===== src/rtl/bcdcnt_pkg.sv =====
// Shared constants and helpers for the BCD modulo counter.
// - BCD_W          : bits per decade
// - BCD_MAX_DIGITS : widest supported counter, in decades
// - bcd_digit_t    : one BCD decade
// - int_to_bcd     : integer -> packed BCD, digit 0 in [3:0]
// - bcd_is_legal   : every digit <= 9 and decimal value < modulus
// - pow10          : 10**n, used for the parameter range check
package bcdcnt_pkg;

  localparam int unsigned BCD_W          = 4;
  localparam int unsigned BCD_MAX_DIGITS = 4;
  localparam int unsigned BCD_VEC_W      = BCD_W * BCD_MAX_DIGITS;

  typedef logic [BCD_W-1:0] bcd_digit_t;

  function automatic logic [BCD_VEC_W-1:0] int_to_bcd(input int unsigned val);
    logic [BCD_VEC_W-1:0] res;
    int unsigned          rem;
    res = '0;
    rem = val;
    for (int i = 0; i < int'(BCD_MAX_DIGITS); i++) begin
      res[i*BCD_W +: BCD_W] = bcd_digit_t'(rem % 10);
      rem = rem / 10;
    end
    return res;
  endfunction

  // Callers zero-extend narrower vectors, so unused upper decades read as 0.
  function automatic logic bcd_is_legal(input logic [BCD_VEC_W-1:0] val,
                                        input int unsigned         modulus);
    logic        ok;
    int unsigned dec;
    bcd_digit_t  d;
    ok  = 1'b1;
    dec = 0;
    for (int i = int'(BCD_MAX_DIGITS) - 1; i >= 0; i--) begin
      d = val[i*BCD_W +: BCD_W];
      if (d > 4'd9) ok = 1'b0;
      dec = dec * 10 + 32'(d);
    end
    return ok && (dec < modulus);
  endfunction

  function automatic int unsigned pow10(input int unsigned n);
    int unsigned p;
    p = 1;
    for (int unsigned i = 0; i < n; i++) p = p * 10;
    return p;
  endfunction

endpackage


===== src/rtl/bcd_digit.sv =====
// One BCD decade of the modulo counter.
// Ports:
//   clk_i, rst_ni : clock, asynchronous active-low reset
//   clr_i         : synchronous clear to 0 (highest priority)
//   set_i         : synchronous set to set_val_i (load / terminal reload)
//   set_val_i     : value written on set_i
//   en_i          : step one position in direction up_i
//   up_i          : 1 = increment, 0 = decrement
//   digit_o       : registered digit value
//   cy_o          : en_i while the digit is about to wrap (9->0 up, 0->9 down);
//                   enables the next decade
module bcd_digit
  import bcdcnt_pkg::*;
(
  input  logic       clk_i,
  input  logic       rst_ni,
  input  logic       clr_i,
  input  logic       set_i,
  input  bcd_digit_t set_val_i,
  input  logic       en_i,
  input  logic       up_i,
  output bcd_digit_t digit_o,
  output logic       cy_o
);

  bcd_digit_t digit_d, digit_q;

  always_comb begin
    digit_d = digit_q;
    if (clr_i) begin
      digit_d = '0;
    end else if (set_i) begin
      digit_d = set_val_i;
    end else if (en_i) begin
      if (up_i) digit_d = (digit_q == 4'd9) ? 4'd0 : digit_q + 4'd1;
      else      digit_d = (digit_q == 4'd0) ? 4'd9 : digit_q - 4'd1;
    end
  end

  always_ff @(posedge clk_i or negedge rst_ni) begin
    if (!rst_ni) digit_q <= '0;
    else         digit_q <= digit_d;
  end

  assign digit_o = digit_q;
  assign cy_o    = en_i & (up_i ? (digit_q == 4'd9) : (digit_q == 4'd0));

endmodule


===== src/rtl/bcd_mod_counter.sv =====
// Multi-digit BCD up/down modulo counter with synchronous clear, parallel load,
// cascadable carry and a sticky load-error flag.
// Parameters: DIGITS (1..4 decades), MODULUS (2..10**DIGITS), counts 0..MODULUS-1.
// Ports:
//   CLK, RESET : rising-edge clock, asynchronous active-low reset
//   ENABLE     : count enable (cascade input)
//   UP         : 1 = increment, 0 = decrement
//   CLR        : synchronous clear (beats LOAD and ENABLE), also clears ERR
//   LOAD       : synchronous load of LOAD_VAL; illegal value loads 0 and sets ERR
//   LOAD_VAL   : BCD load value, digit 0 in [3:0]
//   COUNT      : registered BCD count
//   TC         : terminal state (MODULUS-1 counting up, 0 counting down)
//   CARRY      : ENABLE & TC, feeds the next stage's ENABLE
//   ERR        : sticky load-error flag
// Build option: define BCDCNT_SAT_EN to saturate at the terminal instead of wrapping.
module bcd_mod_counter
  import bcdcnt_pkg::*;
#(
  parameter int unsigned DIGITS  = 2,
  parameter int unsigned MODULUS = 60
) (
  input  logic                    CLK,
  input  logic                    RESET,
  input  logic                    ENABLE,
  input  logic                    UP,
  input  logic                    CLR,
  input  logic                    LOAD,
  input  logic [BCD_W*DIGITS-1:0] LOAD_VAL,
  output logic [BCD_W*DIGITS-1:0] COUNT,
  output logic                    TC,
  output logic                    CARRY,
  output logic                    ERR
);

  localparam int unsigned CntW = BCD_W * DIGITS;
  localparam logic [CntW-1:0] MaxCount = CntW'(int_to_bcd(MODULUS - 1));

  if (DIGITS == 0 || DIGITS > BCD_MAX_DIGITS || MODULUS < 2 || MODULUS > pow10(DIGITS))
  begin : g_bad_cfg
    $error("bcd_mod_counter: illegal DIGITS/MODULUS combination");
  end

  logic            load_ok;
  logic            step;
  logic            digit_set;
  logic [CntW-1:0] set_val;
  logic [DIGITS-1:0] digit_en;
  logic [DIGITS-1:0] digit_cy;
  logic            err_d, err_q;

  assign TC      = UP ? (COUNT == MaxCount) : (COUNT == '0);
  assign CARRY   = ENABLE & TC;
  assign load_ok = bcd_is_legal(BCD_VEC_W'(LOAD_VAL), MODULUS);

  // CLR is handled inside each digit; here only LOAD, terminal reload and stepping.
  always_comb begin
    digit_set = 1'b0;
    set_val   = '0;
    step      = 1'b0;
    if (!CLR) begin
      if (LOAD) begin
        digit_set = 1'b1;
        set_val   = load_ok ? LOAD_VAL : '0;
      end else if (ENABLE) begin
        if (!TC) begin
          step = 1'b1;
        end else begin
`ifdef BCDCNT_SAT_EN
          // Saturate: terminal value simply holds.
          digit_set = 1'b0;
`else
          digit_set = 1'b1;
          set_val   = UP ? '0 : MaxCount;
`endif
        end
      end
    end
  end

  always_comb begin
    err_d = err_q;
    if (CLR)                 err_d = 1'b0;
    else if (LOAD && !load_ok) err_d = 1'b1;
  end

  always_ff @(posedge CLK or negedge RESET) begin
    if (!RESET) err_q <= 1'b0;
    else        err_q <= err_d;
  end

  assign ERR = err_q;

  for (genvar i = 0; i < int'(DIGITS); i++) begin : g_digit
    // Decade i steps only when every lower decade wraps on this edge.
    if (i == 0) begin : g_lsd
      assign digit_en[i] = step;
    end else begin : g_upper
      assign digit_en[i] = digit_cy[i-1];
    end

    bcd_digit u_digit (
      .clk_i     (CLK),
      .rst_ni    (RESET),
      .clr_i     (CLR),
      .set_i     (digit_set),
      .set_val_i (set_val[i*BCD_W +: BCD_W]),
      .en_i      (digit_en[i]),
      .up_i      (UP),
      .digit_o   (COUNT[i*BCD_W +: BCD_W]),
      .cy_o      (digit_cy[i])
    );
  end

  // The top decade's wrap is already covered by the terminal detect.
  logic unused_cy;
  assign unused_cy = digit_cy[DIGITS-1];

endmodule


===== config.mk =====
export PLATFORM = sky130hd
export DESIGN_NAME = bcd_mod_counter
export DESIGN_NICKNAME = d
export VERILOG_FILES = /design/src/rtl/bcdcnt_pkg.sv /design/src/rtl/bcd_digit.sv /design/src/rtl/bcd_mod_counter.sv
export SDC_FILE = /design/constraint.sdc
export NUM_CORES = 1
export LEC_CHECK = 0
export ABC_AREA = 1
export CAP_MARGIN = 15
export CORE_MARGIN = 3
export CORE_UTILIZATION = 68
export CTS_BUF_LIST = sky130_fd_sc_hd__clkbuf_4 sky130_fd_sc_hd__clkbuf_8
export DETAILED_ROUTE_END_ITERATION = 10
export DONT_BUFFER_PORTS = 1
export PLACE_DENSITY = 0.91
export SLEW_MARGIN = 20
export SYNTH_ARGS = -nofsm -noshare
export SYNTH_HDL_FRONTEND = slang
export SYNTH_SLANG_ARGS = --single-unit

===== constraint.sdc =====
create_clock -name CLK -period 4.6 [get_ports CLK]
set_input_delay 0.23 -clock CLK [delete_from_list [all_inputs] [get_ports CLK]]
set_output_delay 0.23 -clock CLK [all_outputs]
set_load 0.02 [all_outputs]

# Word level (Yosys, flattened, before mapping)
# Index checks and enable logic that the tools add are counted.
# Widths: inputs -> output; s select.
[totals]
register_bits = 9
in_bits = 14
output_inout_bits = 11
elab_cells = 57
[op_classes]
n_addsub = 5
n_mul = 1
order_cmp = 3
eq_ne = 3
n_mux = 31
bitwise = 2
n_reduce_logical = 9
[op_table]
columns = ["op", "count"]
rows = [
  ["$mux 4", 12],
  ["$mux 7", 3],
  ["$mux 8", 2],
  ["$mux 1", 14],
  ["$add 8x4->9", 1],
  ["$lt 9x6->1 const B", 1],
  ["$add 4x1->4 const B", 2],
  ["$eq 4x4->1 const B", 2],
  ["$eq 8x7->1 const B", 1],
  ["$gt 4x4->1 const B", 2],
  ["$logic_not 4->1", 2],
  ["$logic_not 8->1", 1],
  ["$sub 4x1->4 const B", 2],
  ["$mul 4x3->7 const B", 1],
  ["$reduce_bool 3->1", 2],
  ["$and 1x1->1", 2],
  ["$logic_and 1x1->1", 2],
  ["$reduce_bool 2->1", 1],
  ["$logic_not 1->1", 1],
]

# Logic depth before layout (Yosys ltp)
# Gate-level depths: netlist of the first run.
[depth]
word_depth = 10
ltp_mapped = 16
mapped_depth_nobuf = 16

# Modules after synthesis
# From an unflattened synthesis of the first run, not the netlist that was laid out.
[hier_totals]
cells_unflattened = 241
hier_area_um2 = 1401.3
[modules_own_cells]
columns = ["module", "n_inst", "cells_per_inst", "area_each_um2", "seq_area_each_um2"]
rows = [
  ["bcd_digit", 2, 71, 429.2, 100.1],
  ["bcd_mod_counter", 1, 99, 543.0, 25.0],
]

# Worst setup path before layout of the first run
# Ideal clock, no wire load.
[synth_path]
path_kind = "input port to flip-flop"
start = "input port LOAD_VAL[5]"
end = "register g_digit[0].u_digit.digit_q[3]"
setup_time_ns = 0.065
t_arrival_ns = 2.011
required_time_ns = 4.535
path_slack_ns = 2.523
stages = 15
path_cell_list = "ha_1 -> ha_1 -> fa_1 -> nand2_1 -> inv_1 -> nand3_1 -> nor2_1 -> nor2_1 -> nor2_1 -> nand2_1 -> nand2_1 -> nand2_1 -> nand2_1 -> nand2_1 -> nand2_1"
[synth_via]
elab_chain_len = 8
[synth_rtl]
columns = ["element", "line", "source"]
rows = [
  ["start: declaration", "bcd_mod_counter.sv:28", "input logic [BCD_W*DIGITS-1:0] LOAD_VAL,"],
  ["$mul 4x3->7 / $gt 4x4->1 (equally long branches)", "bcdcnt_pkg.sv:39, bcdcnt_pkg.sv:38", ""],
  ["$add 8x4->9 / $mux 1 (equally long branches)", "bcdcnt_pkg.sv:39, bcdcnt_pkg.sv:38", ""],
  ["$lt 9x6->1 / $mux 1 (equally long branches)", "bcdcnt_pkg.sv:41, bcdcnt_pkg.sv:38", ""],
  ["$logic_and 1x1->1 (*)", "bcdcnt_pkg.sv:41", "return ok && (dec < modulus);"],
  ["$mux 8 (*)", "bcd_mod_counter.sv:63", "set_val = load_ok ? LOAD_VAL : '0;"],
  ["$mux 8 (*)", "bcd_mod_counter.sv:61", "if (LOAD) begin"],
  ["$mux 4 (*)", "bcd_digit.sv:32", "end else if (set_i) begin"],
  ["$mux 4 (*)", "bcd_digit.sv:30", "if (clr_i) begin"],
  ["end signal: assignment", "bcd_digit.sv:42", "else digit_q <= digit_d;"],
  ["end: declaration", "bcd_digit.sv:26", "bcd_digit_t digit_d, digit_q;"],
]
# Mark *: on every way between the ends. The rest lies on a longest branch, timed or not.
# A chain may end at the register's enable or synchronous reset.

# Worst setup path after layout of the first run
[layout_path]
start = "register g_digit[0].u_digit.digit_q[0]"
end = "output port CARRY"
[layout_via]
elab_chain_len = 3
[layout_rtl]
columns = ["element", "line", "source"]
rows = [
  ["$eq 8x7->1 / $logic_not 8->1 (equally long branches)", "bcd_mod_counter.sv:51", "assign TC = UP ? (COUNT == MaxCount) : (COUNT == '0);"],
  ["$mux 1 (*)", "bcd_mod_counter.sv:51", ""],
  ["via TC", "bcd_mod_counter.sv:30", "output logic TC,"],
  ["$and 1x1->1 (*)", "bcd_mod_counter.sv:52", "assign CARRY = ENABLE & TC;"],
  ["end: declaration", "bcd_mod_counter.sv:31", "output logic CARRY,"],
]
# Mark *: on every way through the listed nets, which the timed path passes. The rest lies on a longest branch.

==> flow_summary_export.csv, run 1 <==
group,metric,value,unit
yosys,synth.net_count,235,
die,ios,25,
worst_setup_path,critPathMaxStageDelay,0.51,ns
sta,min_period,2.19,ns
flow_run,drv_cap,0,
layout,final_cell_mix,"nand2_1 (66), inv_1 (32), nor2_1 (21), nand3_1 (11), o21ai_0 (10)",
worst_setup_path,start_kind,"flop",
sta,period_share,0.477,
die,fp.dieW,49.1,µm
die,die_height,49.1,µm
cts,cts_tree,"yes",
cts,clk_pin_slew_worst_paths,0.06,ns
power_and_ir_drop,irDropWorstVdd,0.219,mV
layout,final_common_cell,"nand2_1",
layout,diodes,0,
sta,slew_violations,0,
cts,cts_root_buf,"clkbuf_4",
worst_setup_path,required,4.37,ns
power_and_ir_drop,power_per_cell_area,249,mW/mm²
sta,finClkSkew,0.00365,ns
drt,drc_errors,0,
placement,port_buffers,0,
die,rows,14,
yosys,async_flop_share,1.00,
layout,area_growth,5.15,%
power_and_ir_drop,comb_power_share,0.426,
yosys,synth-edff-count,0,
yosys,synth-seq-cells,9,
yosys,syn_avg_cell_area,6.02,µm²
yosys,yosysUniqueCellTypes,30,
grt,antenna_found_initial,0,
sta,rsz0062_at_grt,"no",
grt,grt_overflow,0,
grt,grt_first_pass_wirelength,4860,µm
die,fp.dieArea,0.00241,mm²
drt,dr.pass1.iters,4,
sta,hold_viol,0,
placement,gp_congestion,0.884,
yosys,synth_area,0.00126,mm²
sta,fmax,0.456,GHz
layout,fin_cells,238,
placement,dp.cells,233,
power_and_ir_drop,p_leak,0.764,nW
grt,grt.total_usage,0.254,
drt,drtIter0Drc,40,
die,start_util,0.776,
worst_setup_path,critPathMaxFanout,6,
drt,post_drt_wl_per_cell,12.3,µm
drt,wirelength,2920,µm
status,status,"finished, final reports clean",
power_and_ir_drop,seqPwrFrac,0.371,
worst_setup_path,end_kind,"primary output",
sta,finalSetupTns,0,ns
cts,cts_made_buffers,3,
yosys,yosysSeqAreaShare,0.178,
worst_setup_path,crit_start,"g_digit[0].u_digit.digit_o[0]$_DFFE_PN0P_",
sta,maxSlewHeadroom,0.693,
die,core_area,0.00163,mm²
yosys,synth_ff_type,"dfrtp_1",
cts,clock_path_buffers,2,
power_and_ir_drop,p_int,0.181,mW
worst_setup_path,cp_data_arrival_time,1.96,ns
worst_hold_path,hold_path.startpoint,"CLR",
power_and_ir_drop,swShare,0.453,
power_and_ir_drop,p_clk_frac,0.202,
cts,clock-sinks,9,
layout,fin_nets,240,
worst_setup_path,r2r-start,"g_digit[0].u_digit.digit_o[0]$_DFFE_PN0P_",
cts,clock_latency,0.27,ns
yosys,synth_cells,210,
drt,vias,1312,
layout,drive_gt1_frac,0.112,
sta,tightestPinTransition,0.461,ns
worst_hold_path,hp-class,"primary input to flop",
cts,post_cts_buffers,0,
worst_setup_path,worstSetupPathType,"flop to primary output",
grt,grt_max_degree,10,
yosys,yosys_warnings,0,
grt,grt_pass1_vias,1164,
drt,postRouteAntennaNets,0,
power_and_ir_drop,power.switching,0.150,mW
worst_setup_path,path_cells,"inv_1 > ha_1 > nand3_2 > nor2_2 > nand2_2 > nand2_2 > nand2_4 > inv_1",
cts,h-tree-depth,1,
worst_setup_path,critPathSlowestCell,"dfrtp_1",
sta,finalSetupViolCount,0,
placement,hpwl,2410,µm
drt,drt-vias-per-instance,5.51,
==> final cells by class <==
type / instances / area [µm²]
multi-input cells: 162 / 890
fillers: 120 / 300
flip-flops and latches: 9 / 225
inverters: 38 / 144
clock buffers: 4 / 30.0
well taps: 24 / 30.0
repair buffers: 1 / 10.0
==> what timing repair did <==
item / 4_1_cts / 5_1_grt
hold buffers: 1 / 0
resized for setup: 0 / 0
hold endpoints to repair: 9 / 0
==> layer usage <==
layer  part of all wire  GRT usage  up-vias
li1                   -          -      673
met1               0.43      0.322      574
met2               0.47      0.411       62
met3              0.097     0.0795        3
met4             0.0065     0.0758        0
met5                  0          0        -
==> cell usage after synthesis, types with 2 or more instances <==
cell | count | area [µm²]
a21oi_1 | 8 | 40.0
nor3_1 | 3 | 15.0
xor2_1 | 2 | 17.5
dfrtp_1 | 9 | 225
nand2_4 | 3 | 33.8
inv_2 | 5 | 18.8
o21ai_1 | 3 | 15.0
fa_1 | 2 | 40.0
inv_1 | 32 | 120
nand3_1 | 11 | 55.1
nor2_1 | 21 | 78.8
nand2_2 | 3 | 18.8
o21ai_0 | 10 | 50.1
nand4_1 | 4 | 25.0
o21a_1 | 4 | 30.0
ha_1 | 9 | 113
nand2_1 | 66 | 248
nor2_2 | 2 | 12.5
nand3_2 | 2 | 20.0
==> per-stage QoR <==
stage | utilization | hold WS (ns) | worst slack [ns] | total power [mW] | cell area [µm²]
detailed placement | 0.791 | -0.0654 | 2.35 | 0.261 | 1290
global route | 0.816 | 0.0136 | 2.24 | 0.361 | 1330
floorplan | - | -0.0656 | 2.52 | 0.234 | 1260
finish | 0.816 | 0.0233 | 2.41 | 0.331 | 1330
global placement | 0.791 | -0.0654 | 2.42 | 0.254 | 1290
CTS | 0.816 | 0.0146 | 2.40 | 0.332 | 1330
==> cell families (layout without fill, tap and decap cells) <==
| group | Yosys count | after routing | share of synthesized area |
|---|---|---|---|
| adders and majority gates | 11 | 11 | 0.121 |
| DFF | 9 | 9 | 0.178 |
| xor gates and xnor gates | 2 | 2 | 0.0139 |
| AOI/OAI and AO/OA | 31 | 31 | 0.145 |
| buffers and inverters | 39 | 43 | 0.118 |
| and+or+nand+nor | 118 | 118 | 0.425 |
==> worst paths after layout <==
check	endpoint	slack (ns)	cells past startpoint
worst max-delay path	CARRY	2.41	8
worst min-delay path	ERR$_DFFE_PN0P_	0.02	1
worst max register to register	g_digit[1].u_digit.digit_o[1]$_DFFE_PN0P_	2.50	13
worst min register to register	ERR$_DFFE_PN0P_	0.65	2
max in group asynchronous	g_digit[1].u_digit.digit_o[0]$_DFFE_PN0P_	3.98	1
min in group asynchronous	ERR$_DFFE_PN0P_	0.33	1
==> critical path, delay by kind of cell, from the launching register on <==
kind / cells / cell delay (ns)
adders and majority gates: 1 / 0.24
DFF: 1 / 0.51
and+or+nand+nor: 5 / 0.62
buffers and inverters: 2 / 0.34
==> power by group through the flow <==
stage	clock (mW)	combinational, mW	sequential, mW
2_1_floorplan	0	0.118	0.117
3_3_place_gp	0	0.130	0.124
3_5_place_dp	0	0.136	0.124
4_1_cts	0.0693	0.139	0.123
5_1_grt	0.0748	0.161	0.125
6_report	0.0670	0.141	0.123
==> registers in the layout, summed over array words and instances (netlist names) <==
name / count
g_digit.u_digit.digit_o: 8
ERR: 1
(Power assumes the default switching activity.)
==> run 2: changes to the inputs <==
--- a/config.mk
+++ b/config.mk
@@ -5,14 +5,14 @@
 export SDC_FILE = /design/constraint.sdc
 export NUM_CORES = 1
 export LEC_CHECK = 0
-export ABC_AREA = 1
+export ABC_AREA = 0
 export CAP_MARGIN = 15
 export CORE_MARGIN = 3
-export CORE_UTILIZATION = 68
+export CORE_UTILIZATION = 66
 export CTS_BUF_LIST = sky130_fd_sc_hd__clkbuf_4 sky130_fd_sc_hd__clkbuf_8
 export DETAILED_ROUTE_END_ITERATION = 10
 export DONT_BUFFER_PORTS = 1
-export PLACE_DENSITY = 0.91
+export PLACE_DENSITY = 0.89
 export SLEW_MARGIN = 20
 export SYNTH_ARGS = -nofsm -noshare
 export SYNTH_HDL_FRONTEND = slang
==> constraint.sdc (replaced) <==
create_clock -name CLK -period 2.2 [get_ports CLK]
set_input_delay 0.11 -clock CLK [delete_from_list [all_inputs] [get_ports CLK]]
set_output_delay 0.11 -clock CLK [all_outputs]
set_load 0.02 [all_outputs]
==> run 2 against run 1 <==
The run now ends with design-rule violations left. Final cell count down 19%. Worst hold slack worse by 0.022 ns. Clock-buffer cell count unchanged. Setup slack worse by 2.3 ns. Critical path depth up 1. Critical endpoint is now g_digit[0].u_digit.digit_o[0]$_DFFE_PN0P_. Largest cell class unchanged. Highest routed layer unchanged.
==> flow_summary_export.csv, run 2 <==
group,metric,value,unit
sta,finClkSkew,0.000390,ns
worst_hold_path,min_to,"ERR$_DFFE_PN0P_",
yosys,synth_area,0.00119,mm²
drt,drc_errors,1,
yosys,async_flop_share,1.00,
yosys,synth_top_area_frac,0.188,
layout,diodes,0,
placement,port_buffers,0,
yosys,yosysMostFrequentCell,"nand2_1",
drt,post_drt_wl_per_cell,20.7,µm
grt,grt_overflow,0,
yosys,synth_cells,151,
sta,hold_viol,0,
yosys,yosys_warnings,0,
die,start_util,0.741,
die,fp.dieArea,0.00236,mm²
cts,clock_latency,0.27,ns
worst_setup_path,critPathMaxFanout,5,
worst_setup_path,critPathSlowestCell,"fa_2",
worst_setup_path,regToRegEndpoint,"g_digit[1].u_digit.digit_o[3]$_DFFE_PN0P_",
worst_hold_path,hold_path.startpoint,"CLR",
layout,multi_input_area,955,µm²
grt,grt_max_degree,18,
worst_hold_path,hp-class,"primary input to flop",
worst_setup_path,end_kind,"flop",
drt,postRouteAntennaNets,0,
sta,fmax,0.468,GHz
worst_setup_path,path_cells,"ha_1 > ha_2 > fa_2 > nand2_2 > nor4_4 > o31a_1 > and3_4 > a21oi_1 > a21oi_1",
layout,area_growth,19.4,%
layout,final_cell_mix,"buf_4 (14), nand2_1 (11), a21oi_1 (11), inv_1 (10), dfrtp_1 (9)",
layout,num-fill-cells,85,
yosys,ys_top_cells_by_count,"nand2_1 (13), a21oi_1 (11), inv_1 (11)",
grt,grt_first_pass_wirelength,6150,µm
layout,largest_reg_flops,8,
sta,finalSetupViolCount,0,
die,rows,14,
sta,postLayoutSetupSlackWorst,0.0639,ns
sta,maxSlewHeadroom,0.583,
layout,fin_cells,192,
layout,final_common_cell,"buf_4",
worst_setup_path,start_kind,"primary input",
placement,dp.cells,182,
cts,cts_root_buf,"clkbuf_4",
sta,period_share,0.971,
worst_setup_path,cp_common_cell,"a21oi_1",
grt,antenna_found_initial,0,
die,fp.dieW,48.6,µm
power_and_ir_drop,power_per_cell_area,511,mW/mm²
yosys,synth_ff_type,"dfrtp_1",
worst_setup_path,worstSetupPathType,"primary input to flop",
grt,grt_pass1_vias,1346,
die,die_height,48.6,µm
layout,regArea,225,µm²
drt,wirelength,3970,µm
drt,drtIter0Drc,112,
yosys,syn_avg_cell_area,7.91,µm²
status,status,"finished, violations left",
status,violations,"design-rule violations",
cts,clock_path_buffers,2,
yosys,synth-edff-count,0,
worst_hold_path,whs_path_depth,1,
yosys,yosys.area.top_type,"dfrtp_1",
drt,met1_length,1400,µm
drt,vias,1352,
cts,cts_tree,"yes",
drt,met2WireLength,1820,µm
worst_setup_path,critPathMaxStageDelay,0.52,ns
cts,cts_made_buffers,3,
layout,fin_nets,194,
drt,dr.pass1.iters,8,
grt,grt.total_usage,0.332,
drt,wl_met3,559,µm
drt,routed.top_layer,"met4",
placement,gp_congestion,0.888,
die,core_area,0.00161,mm²
cts,clk_pin_slew_worst_paths,0.06,ns
yosys,yosysUniqueCellTypes,56,
sta,finalSetupTns,0,ns
sta,tightestPinTransition,0.620,ns
cts,clock-sinks,9,
placement,hpwl,2750,µm
worst_setup_path,r2r-start,"g_digit[0].u_digit.digit_o[0]$_DFFE_PN0P_",
worst_setup_path,required,2.34,ns
cts,h-tree-depth,1,
sta,min_period,2.14,ns
worst_setup_path,r2r_cells,9,
yosys,synth-seq-cells,9,
flow_run,drv_cap,0,
yosys,synth_area_leaders,"dfrtp_1 (19%), ha_1 (9.4%), a21oi_1 (4.6%)",
yosys,yosysSeqAreaShare,0.188,
layout,drive_gt1_frac,0.244,
worst_setup_path,cp_data_arrival_time,2.28,ns
worst_setup_path,r2r_setup_slack,0.14,ns
sta,timing.hold.ws,0.000982,ns
power_and_ir_drop,p_leak,0.592,nW
placement,dpl_worst_slack,-0.271,ns
drt,drt-vias-per-instance,7.04,
die,ios,25,
sta,slew_violations,0,
yosys,synth.net_count,176,
power_and_ir_drop,irDropWorstVdd,0.483,mV
run 2: power breakdown:
group	switching [mW]	internal (mW)	leakage, nW
combinational	0.217	0.164	0.454
sequential	0.0187	0.181	0.119
clock	0.0665	0.0827	0.0184
run 2: logic make-up after synthesis:
kind of cell               count (synthesis)  share of synthesized area
buffers and inverters                     16                     0.0555
DFF                                        9                      0.188
adders and majority gates                 11                      0.128
xor gates and xnor gates                   5                     0.0367
AOI/OAI and AO/OA                         51                      0.306
and+or+nand+nor                           59                      0.286
run 2: per-layer routing:
layer / GRT usage / vias up
met3: 0.0859 / 26
met4: 0.128 / 0
met1: 0.401 / 605
met2: 0.564 / 112
met5: 0 / -
li1: - / 609
run 2: per-stage QoR:
step | instance area [µm²] | power [mW] | utilization
2_1_floorplan | 1200 | 0.446 | -
3_3_place_gp | 1300 | 0.508 | 0.806
3_5_place_dp | 1300 | 0.531 | 0.806
4_1_cts | 1380 | 0.687 | 0.853
5_1_grt | 1430 | 0.765 | 0.885
6_report | 1430 | 0.729 | 0.885
run 2: area by class of cell:
| type | instances | share of cell area |
|---|---|---|
| inverters | 11 | 0.0289 |
| repair buffers | 18 | 0.102 |
| multi-input cells | 126 | 0.669 |
| flip-flops and latches | 9 | 0.158 |
| well taps | 24 | 0.0211 |
| clock buffers | 4 | 0.0211 |
run 2: worst max-delay path by stage:
stage / from / end / depth (start not counted)
2_1_floorplan: LOAD_VAL[5] / g_digit[0].u_digit.digit_o[2]$_DFFE_PN0P_ / 9
3_3_place_gp: LOAD_VAL[5] / g_digit[1].u_digit.digit_o[0]$_DFFE_PN0P_ / 9
3_5_place_dp: LOAD_VAL[5] / g_digit[1].u_digit.digit_o[3]$_DFFE_PN0P_ / 9
4_1_cts: LOAD_VAL[5] / g_digit[1].u_digit.digit_o[3]$_DFFE_PN0P_ / 9
5_1_grt: LOAD_VAL[5] / g_digit[0].u_digit.digit_o[3]$_DFFE_PN0P_ / 9
6_report: LOAD_VAL[5] / g_digit[0].u_digit.digit_o[0]$_DFFE_PN0P_ / 9
run 2: critical path, delay by kind of cell:
kind            cells  cell delay [ns]
fa+ha+maj           3             1.02
simple gates        3             0.38
compound gates      3             0.77
run 2: what timing repair did:
item | in CTS | in global routing
hold buffers | 4 | 0
endpoints found under the hold margin | 13 | 0
setup buffers | 0 | 2
pin swaps | 0 | 5
endpoints found under the setup margin | 1 | 8
resized for setup | 1 | 10
==> run 3: changes to the inputs <==
--- a/config.mk
+++ b/config.mk
@@ -6,13 +6,14 @@
 export NUM_CORES = 1
 export LEC_CHECK = 0
 export ABC_AREA = 0
+export BUFFER_PORTS_ARGS = -buffer_cell sky130_fd_sc_hd__buf_4
 export CAP_MARGIN = 15
+export CORE_ASPECT_RATIO = 1.5
 export CORE_MARGIN = 3
-export CORE_UTILIZATION = 66
+export CORE_UTILIZATION = 57
 export CTS_BUF_LIST = sky130_fd_sc_hd__clkbuf_4 sky130_fd_sc_hd__clkbuf_8
 export DETAILED_ROUTE_END_ITERATION = 10
-export DONT_BUFFER_PORTS = 1
-export PLACE_DENSITY = 0.89
+export PLACE_DENSITY = 0.9
 export SLEW_MARGIN = 20
 export SYNTH_ARGS = -nofsm -noshare
 export SYNTH_HDL_FRONTEND = slang
==> run 3 against run 2 <==
Critical path depth up 1. Register-to-register slack lost 0.09 ns. Clock skew about the same. Final cell count grew 6.8%. Combinational power is 16% higher. Die area is 14% higher. Sequential power is 4% higher. Routed wire length up 3.6%. Flip-flop and latch count is the same. Setup slack worse by 0.092 ns. Power rose by 9.3%. The run ends with negative setup slack left. Global-route usage down 2.5 points.
==> flow_summary_export.csv, run 3 (synthesized netlist as in run 2, its figures left out) <==
group,metric,value,unit
status,status,"finished, violations left",
status,violations,"negative setup slack",
drt,dr.pass1.iters,5,
worst_hold_path,whs_path_depth,3,
worst_hold_path,hp-class,"primary input to flop",
worst_setup_path,start_kind,"primary input",
cts,cts_made_buffers,3,
worst_setup_path,regToRegEndpoint,"g_digit[1].u_digit.digit_o[1]$_DFFE_PN0P_",
cts,h-tree-depth,1,
sta,finalSetupViolCount,1,
worst_setup_path,required,2.35,ns
layout,final_cell_mix,"buf_4 (33), nand2_1 (11), inv_1 (11), a21oi_1 (9)",
worst_setup_path,critPathMaxFanout,4,
worst_setup_path,crit_start,"LOAD_VAL[5]",
sta,fmax,0.449,GHz
worst_setup_path,cp_data_arrival_time,2.38,ns
cts,clock_latency,0.28,ns
layout,final_cell_area,0.00161,mm²
cts,clk_pin_slew_worst_paths,0.06,ns
cts,post_cts_buffers,0,
worst_setup_path,end_kind,"flop",
drt,wirelength,4110,µm
worst_setup_path,r2r_cells,8,
layout,diodes,0,
sta,tightestPinTransition,0.482,ns
layout,fin_nets,210,
cts,clock_path_buffers,2,
grt,grt_pass1_vias,1341,
flow_run,drv_cap,0,
drt,drtIter0Drc,112,
die,fp.dieArea,0.00269,mm²
power_and_ir_drop,power_per_cell_area,494,mW/mm²
placement,dpl_cell_area,0.00145,mm²
cts,cts_root_buf,"clkbuf_4",
drt,drt-vias-per-instance,7.12,
placement,gp_congestion,0.960,
placement,port_buffers,24,
drt,post_drt_wl_per_cell,20.1,µm
cts,cts_tree,"yes",
drt,postRouteAntennaNets,0,
layout,fin_util,0.849,
die,ios,25,
grt,grt_overflow,0,
layout,num-fill-cells,123,
cts,clock-sinks,9,
layout,final_common_cell,"buf_4",
drt,drc_errors,0,
placement,dpl_worst_slack,-0.346,ns
layout,largest_reg_flops,8,
die,fp.dieW,43.4,µm
power_and_ir_drop,irDropWorstVdd,0.392,mV
sta,min_period,2.23,ns
worst_hold_path,hold_path.startpoint,"LOAD_VAL[1]",
die,start_util,0.628,
layout,area_growth,35.1,%
layout,drive_gt1_frac,0.364,
worst_setup_path,r2r_setup_slack,0.05,ns
sta,hold_viol,0,
sta,postLayoutSetupSlackWorst,-0.0277,ns
grt,grt.total_usage,0.306,
worst_setup_path,r2r-start,"g_digit[0].u_digit.digit_o[0]$_DFFE_PN0P_",
sta,finClkSkew,0.000818,ns
sta,period_share,1.01,
power_and_ir_drop,p_leak,0.687,nW
die,die_height,62.1,µm
worst_setup_path,worstSetupPathType,"primary input to flop",
grt,grt_first_pass_wirelength,6070,µm
die,rows,19,
grt,grt_max_degree,18,
die,core_area,0.00190,mm²
grt,antenna_found_initial,0,
placement,hpwl,2720,µm
sta,maxSlewHeadroom,0.676,
drt,vias,1460,
worst_hold_path,min_to,"g_digit[0].u_digit.digit_o[1]$_DFFE_PN0P_",
sta,slew_violations,0,
## run 3: cell types whose count changed in the layout (fill, tap and decap cells not counted), moves of 2 or more
cell	delta
dlygate4sd3_1	-3
a21oi_1	-2
buf_4	+19
ha_1	-2
ha_4	+2
## run 3: area by class of cell
cell class,count,area [µm²],share of cell area
timing repair buffer,34,258,0.160
sequential,9,226,0.140
inverter,11,41.3,0.0256
clock buffer,4,30.0,0.0186
multi-input combinational,126,1030,0.640
tap,21,26.3,0.0163
## run 3: worst max-delay path, stage by stage
cell,delay [ns]
buf_4,0.13
ha_4,0.24
ha_4,0.15
fa_2,0.57
nand2_2,0.10
nor4_4,0.27
nand3b_1,0.21
and2_1,0.20
nand2_1,0.10
o41ai_2,0.29
## run 3: worst max-delay path by stage
stage	end	depth (start not counted)
6_report	g_digit[0].u_digit.digit_o[3]$_DFFE_PN0P_	10
5_1_grt	g_digit[1].u_digit.digit_o[1]$_DFFE_PN0P_	8
4_1_cts	g_digit[0].u_digit.digit_o[0]$_DFFE_PN0P_	10
3_5_place_dp	g_digit[1].u_digit.digit_o[2]$_DFFE_PN0P_	10
3_3_place_gp	g_digit[0].u_digit.digit_o[0]$_DFFE_PN0P_	10
2_1_floorplan	g_digit[0].u_digit.digit_o[2]$_DFFE_PN0P_	9
## run 3: timing repair
item | in CTS | in global routing
hold buffers | 1 | 0
endpoints found under the setup margin | 9 | 9
resized for setup | 8 | 14
endpoints found under the hold margin | 9 | 0
pin swaps | 2 | 6
## run 3: stage by stage
step	total power [mW]	hold slack, ns	setup TNS, ns	instances
after floorplan	0.446	-0.186	0	151
after global placement	0.564	-0.0655	-1.31	200
after detailed placement	0.583	-0.0629	-2.62	200
after CTS	0.741	0.123	-0.0681	205
after global routing	0.845	0.134	-0.183	205
final	0.797	0.126	-0.0277	205
## run 3: where the power goes
part	leakage, nW	switching, mW	internal (mW)
Combinational	0.550	0.244	0.196
Sequential	0.118	0.0265	0.181
Clock	0.0184	0.0672	0.0828
Total	0.687	0.338	0.460
## run 3: layer usage
metal | track usage | vias to the layer above | part of all wire
li1 | - | 642 | -
met1 | 0.320 | 670 | 0.34
met2 | 0.571 | 117 | 0.52
met3 | 0.0548 | 31 | 0.082
met4 | 0.177 | 0 | 0.065
met5 | 0 | - | 0
